$ cat src/rtl/ram_if.sv
// Data-memory port bundle: write enable, word address, write data and registered read data.
interface ram_if #(
    parameter int DATA_W = 32
);
    logic              wea;
    logic [5:0]        addr;
    logic [DATA_W-1:0] dina;
    logic [DATA_W-1:0] douta;

    modport master (output wea, addr, dina, input douta);
    modport slave  (input wea, addr, dina, output douta);
endinterface

$ cat src/rtl/ram.sv
// 64 x DATA_W single-port data memory, registered read-first port, async active-low reset on douta.
// Optional macro RAM_RST_CLEAR_EN: reset also clears every memory word.
module ram #(
    parameter int DATA_W = 32
) (
    input  logic   clk,
    input  logic   rst_n,
    ram_if.slave   bus
);
    localparam int ADDR_W = 6;
    localparam int DEPTH  = 2 ** ADDR_W;

    logic [DATA_W-1:0] rdata;

`ifdef RAM_RST_CLEAR_EN
    logic [DATA_W-1:0] mem [0:DEPTH-1];

    // Whole array sits under async reset, so this build lands in flops, not block RAM.
    always_ff @(posedge clk or negedge rst_n) begin
        if (!rst_n) begin
            for (int i = 0; i < DEPTH; i++) mem[i] <= '0;
            rdata <= '0;
        end else begin
            if (bus.wea) mem[bus.addr] <= bus.dina;
            rdata <= mem[bus.addr];
        end
    end
`else
    // Declaration initialiser gives the zeroed power-up image; contents survive reset.
    logic [DATA_W-1:0] mem [0:DEPTH-1] = '{default: '0};

    always_ff @(posedge clk) begin
        if (rst_n && bus.wea) mem[bus.addr] <= bus.dina;
    end

    // Read-first: rdata samples the pre-write word on the same edge.
    always_ff @(posedge clk or negedge rst_n) begin
        if (!rst_n) rdata <= '0;
        else        rdata <= mem[bus.addr];
    end
`endif

    assign bus.douta = rdata;
endmodule

$ cat src/flat_wrapper.sv
// flat-port wrapper written by rule: the top's interface ports become plain ports
module ram_flat 
#(
    parameter int DATA_W = 32
)
  (clk, rst_n, bus_wea, bus_addr, bus_dina, bus_douta);
  ram_if #(.DATA_W(DATA_W)) bus_i ();
  input  logic clk;
  input  logic rst_n;
  input wire logic [$bits(bus_i.wea)-1:0] bus_wea;
  input wire logic [$bits(bus_i.addr)-1:0] bus_addr;
  input wire logic [$bits(bus_i.dina)-1:0] bus_dina;
  output wire logic [$bits(bus_i.douta)-1:0] bus_douta;
  assign bus_i.wea = bus_wea;
  assign bus_i.addr = bus_addr;
  assign bus_i.dina = bus_dina;
  assign bus_douta = bus_i.douta;
  ram #(.DATA_W(DATA_W)) u_core (.clk(clk), .rst_n(rst_n), .bus(bus_i));
endmodule
$ cat config.mk
export PLATFORM = sky130hd
export DESIGN_NAME = ram_flat
export DESIGN_NICKNAME = d
export VERILOG_FILES = /design/src/rtl/ram_if.sv /design/src/rtl/ram.sv /design/src/flat_wrapper.sv
export SDC_FILE = /design/constraint.sdc
export NUM_CORES = 2
export LEC_CHECK = 0
export CORE_AREA = 3 3 383 480
export CTS_BUF_LIST = sky130_fd_sc_hd__clkbuf_4 sky130_fd_sc_hd__clkbuf_8 sky130_fd_sc_hd__clkbuf_16
export DETAILED_ROUTE_END_ITERATION = 7
export DIE_AREA = 0 0 386 483
export SYNTH_ARGS = -nofsm -noshare
export SYNTH_HDL_FRONTEND = slang
export SYNTH_SLANG_ARGS = --single-unit
export TNS_END_PERCENT = 5
$ cat constraint.sdc
create_clock -name clk -period 2.2 [get_ports clk]
set_input_delay 0.66 -clock clk [delete_from_list [all_inputs] [get_ports clk]]
set_output_delay 0.66 -clock clk [all_outputs]
set_load 0.01 [all_outputs]
==> qor.yml <==
status: "completed"
netlist_area_mm2: 0.0807
power.density_mw_per_mm2: 847
yosysUniqueCellTypes: 54
drive_gt1_share_pct: 28.4
start_util_pct: 45.0
post_cts_buffers: 0
crit_buf_inv: 1
worstPathRequired_ns: 1.54
fin_util_pct: 54.4
fin_crit_ns: 2.18
vias: 46400
max_stage_delay_ns: 0.52
finalPower_mw: 82.7
async_flop_share_pct: 1.54
start_kind: "flip-flop"
drc: 0
grt_pass1_wl_um: 332000
die_h_um: 483
ys_ff_latch: 2080
rows: 174
clkSlewWorstSetupHoldPaths_ns: 0.06
crit_chain: "buf_6"
port_buffers: 72
criticalPathCategory: "reg2out"
arrival_ns: 1.52
period_share_pct: 99.3
drv_cap: 0
hpwl_um: 147000
rsz0062_at_grt: "yes"
slew_viol_final: 0
slew_headroom_pct: 41.9
syn_inst: 4469
drt-initial-drc-count: 5319
grt_antenna_before_repair: 17
yosysMostFrequentCell: "edfxtp_1"
synth_edf_count: 2048
grt_usage_pct: 24.5
ys_warn_count: 0
die_area_mm2: 0.186
grt_max_degree: 65
cp_slowest_cell: "dfrtp_2"
dr.pass1.iters: 7
cts_inserted_buffers: 193
routed_wl_um: 231000
r2r_cells: 6
dp_cells: 7218
clk_path_buf_depth: 3
hold_depth: 1
ctsHtreeMaxLevel: 4
startpoint: "u_core.bus.douta[12]"
fin_skew_ns: 0.0233
synth.net_count: 4510
core_mm2: 0.180
cp_num_cells: 1
vdd_drop_max_uv: 710
area_delta_synth_final_pct: 21.0
finalNetCount: 5081
critPathCaptureType: "output pin"
ant_nets: 0
synth_area_leaders: "edfxtp_1 (76%), mux4_2 (3.3%), mux2_2 (1.9%)"
yosys.area.top_type_share_pct: 76.2
routabilityCongestion: 0.856
grt_overflow_total: 0
clock.fmax_mhz: 458
layout_setup_ws_ns: 0.0161
p_leak_nw: 31.6
die_w_um: 386
synth_ff_type: "edfxtp_1"
first_global_vias: 45900
clock_sinks: 2080
pre_cts_slack_ns: -1.30
path_max_fanout: 1
synth_commonest_cells: "edfxtp_1 (2048), a22oi_1 (167), a221oi_1 (155)"
cp-endpoint: "bus_douta[12]"
crit_family: "flip-flops"
final_cell_count_no_fill: 7584
r2r-start: "u_core.mem[16][25]"
cts-root-buf: "clkbuf_16"
wire_per_inst_um: 30.5
setup_viol: 0
nFillCells: 13900
cts_tree: "done"
worstSkewPairLatency_ns: 0.83
yosysSeqAreaShare_pct: 77.2
holdCritPathClass: "in2reg"
ios: 73
reg2reg_slack_ns: 0.13
worst_r2r_endpoint: "u_core.bus.douta[25]"
vias_per_cell: 6.12
synth_top_area_cell: "edfxtp_1"
hold_viol_final: 0
tightest_slew_ns: 0.871
syn_avg_cell_area_um2: 18.1
==> power breakdown <==
| part | internal [mW] | total, mW | switching (mW) |
|---|---|---|---|
| logic | 2.18 | 5.48 | 3.30 |
| registers | 43.8 | 44.0 | 0.244 |
| clock network | 18.9 | 33.2 | 14.3 |
| total | 64.8 | 82.7 | 17.9 |
==> layer usage <==
metal | track usage (%) | part of all wire (%)
met2 | 40.6 | 50
met3 | 4.00 | 7.1
met4 | 7.33 | 2.9
met5 | 0 | 0.018
met1 | 33.5 | 40
==> what timing repair did <==
item,CTS,global route
gates cloned,0,2
pin swaps,2,6
resized for setup,168,18
hold buffers,1,0
setup endpoints to repair,46,25
endpoints found under the hold margin,32,0
==> area by class of cell <==
type	count	area [um^2]	share of cell area, %
Tap cell	2376	2970	3.04
Antenna cell	8	20.0	0.0205
Timing Repair Buffer	720	8450	8.65
Inverter	31	135	0.138
Multi-Input combinational cell	2014	17500	17.9
Sequential cell	2080	62300	63.8
Clock inverter	111	892	0.913
Clock buffer	244	5380	5.51
==> worst min-delay path by stage <==
stage	slack [ns]	startpoint	endpoint
3_3_place_gp	0.64	u_core.mem[0][5]	u_core.bus.douta[5]
3_5_place_dp	0.65	u_core.mem[53][15]	u_core.bus.douta[15]
5_1_grt	0.13	bus_dina[8]	u_core.mem[45][8]
4_1_cts	0.10	bus_dina[8]	u_core.mem[45][8]
6_report	0.16	bus_dina[8]	u_core.mem[45][8]
2_1_floorplan	0.36	rst_n	u_core.bus.douta[0]
==> layout by cell type (no fill, tap or decap), types with 17 or more instances in the layout <==
cell          n
nor4_1       19
nor2_4       68
nand2b_1     32
a211oi_1     26
a221oi_1    154
a22oi_1     167
a31oi_1      45
nand3b_1    128
clkbuf_4     37
nand3_1      87
edfxtp_1   2048
a22o_1       30
nor2_1       40
buf_2        50
and3_1       17
mux4_2      118
buf_4       403
mux2_2      139
or3b_2       71
nand2_1      94
clkbuf_16   202
o22a_1       28
a222oi_1     33
dfrtp_2      20
o211ai_1     29
buf_12      236
mux2i_1     146
clkinv_1     49
o21ai_0      89
o22ai_1      59
a221o_1      58
o41a_1       28
a21oi_1     142
clkinv_2     42
inv_1        28
==> registers in the layout, summed over array words and instances, names as in the netlist <==
name              count
u_core.mem         2048
u_core.bus.douta     32
==> per-stage QoR <==
step | hold WS [ns] | setup TNS [ns] | area [um^2]
final | 0.164 | 0 | 97700
after global routing | 0.133 | -0.0730 | 97700
after CTS | 0.104 | -0.268 | 97500
after detailed placement | 0.651 | -1314.13 | 91200
after global placement | 0.635 | -1316.92 | 91200
after floorplan | 0.364 | -700.31 | 81500
==> cell families (layout without fill, tap and decap cells) <==
logic type / after synthesis / after routing / synth area share [%]
flip-flops: 2080 / 2080 / 77.2
AO/OA/AOI/OAI: 979 / 979 / 9.02
AND/OR/NAND/NOR: 632 / 632 / 4.57
multiplexers: 403 / 403 / 7.04
buffers and inverters: 375 / 1106 / 2.21
other: 0 / 8 / 0
(Power assumes the default switching activity.)
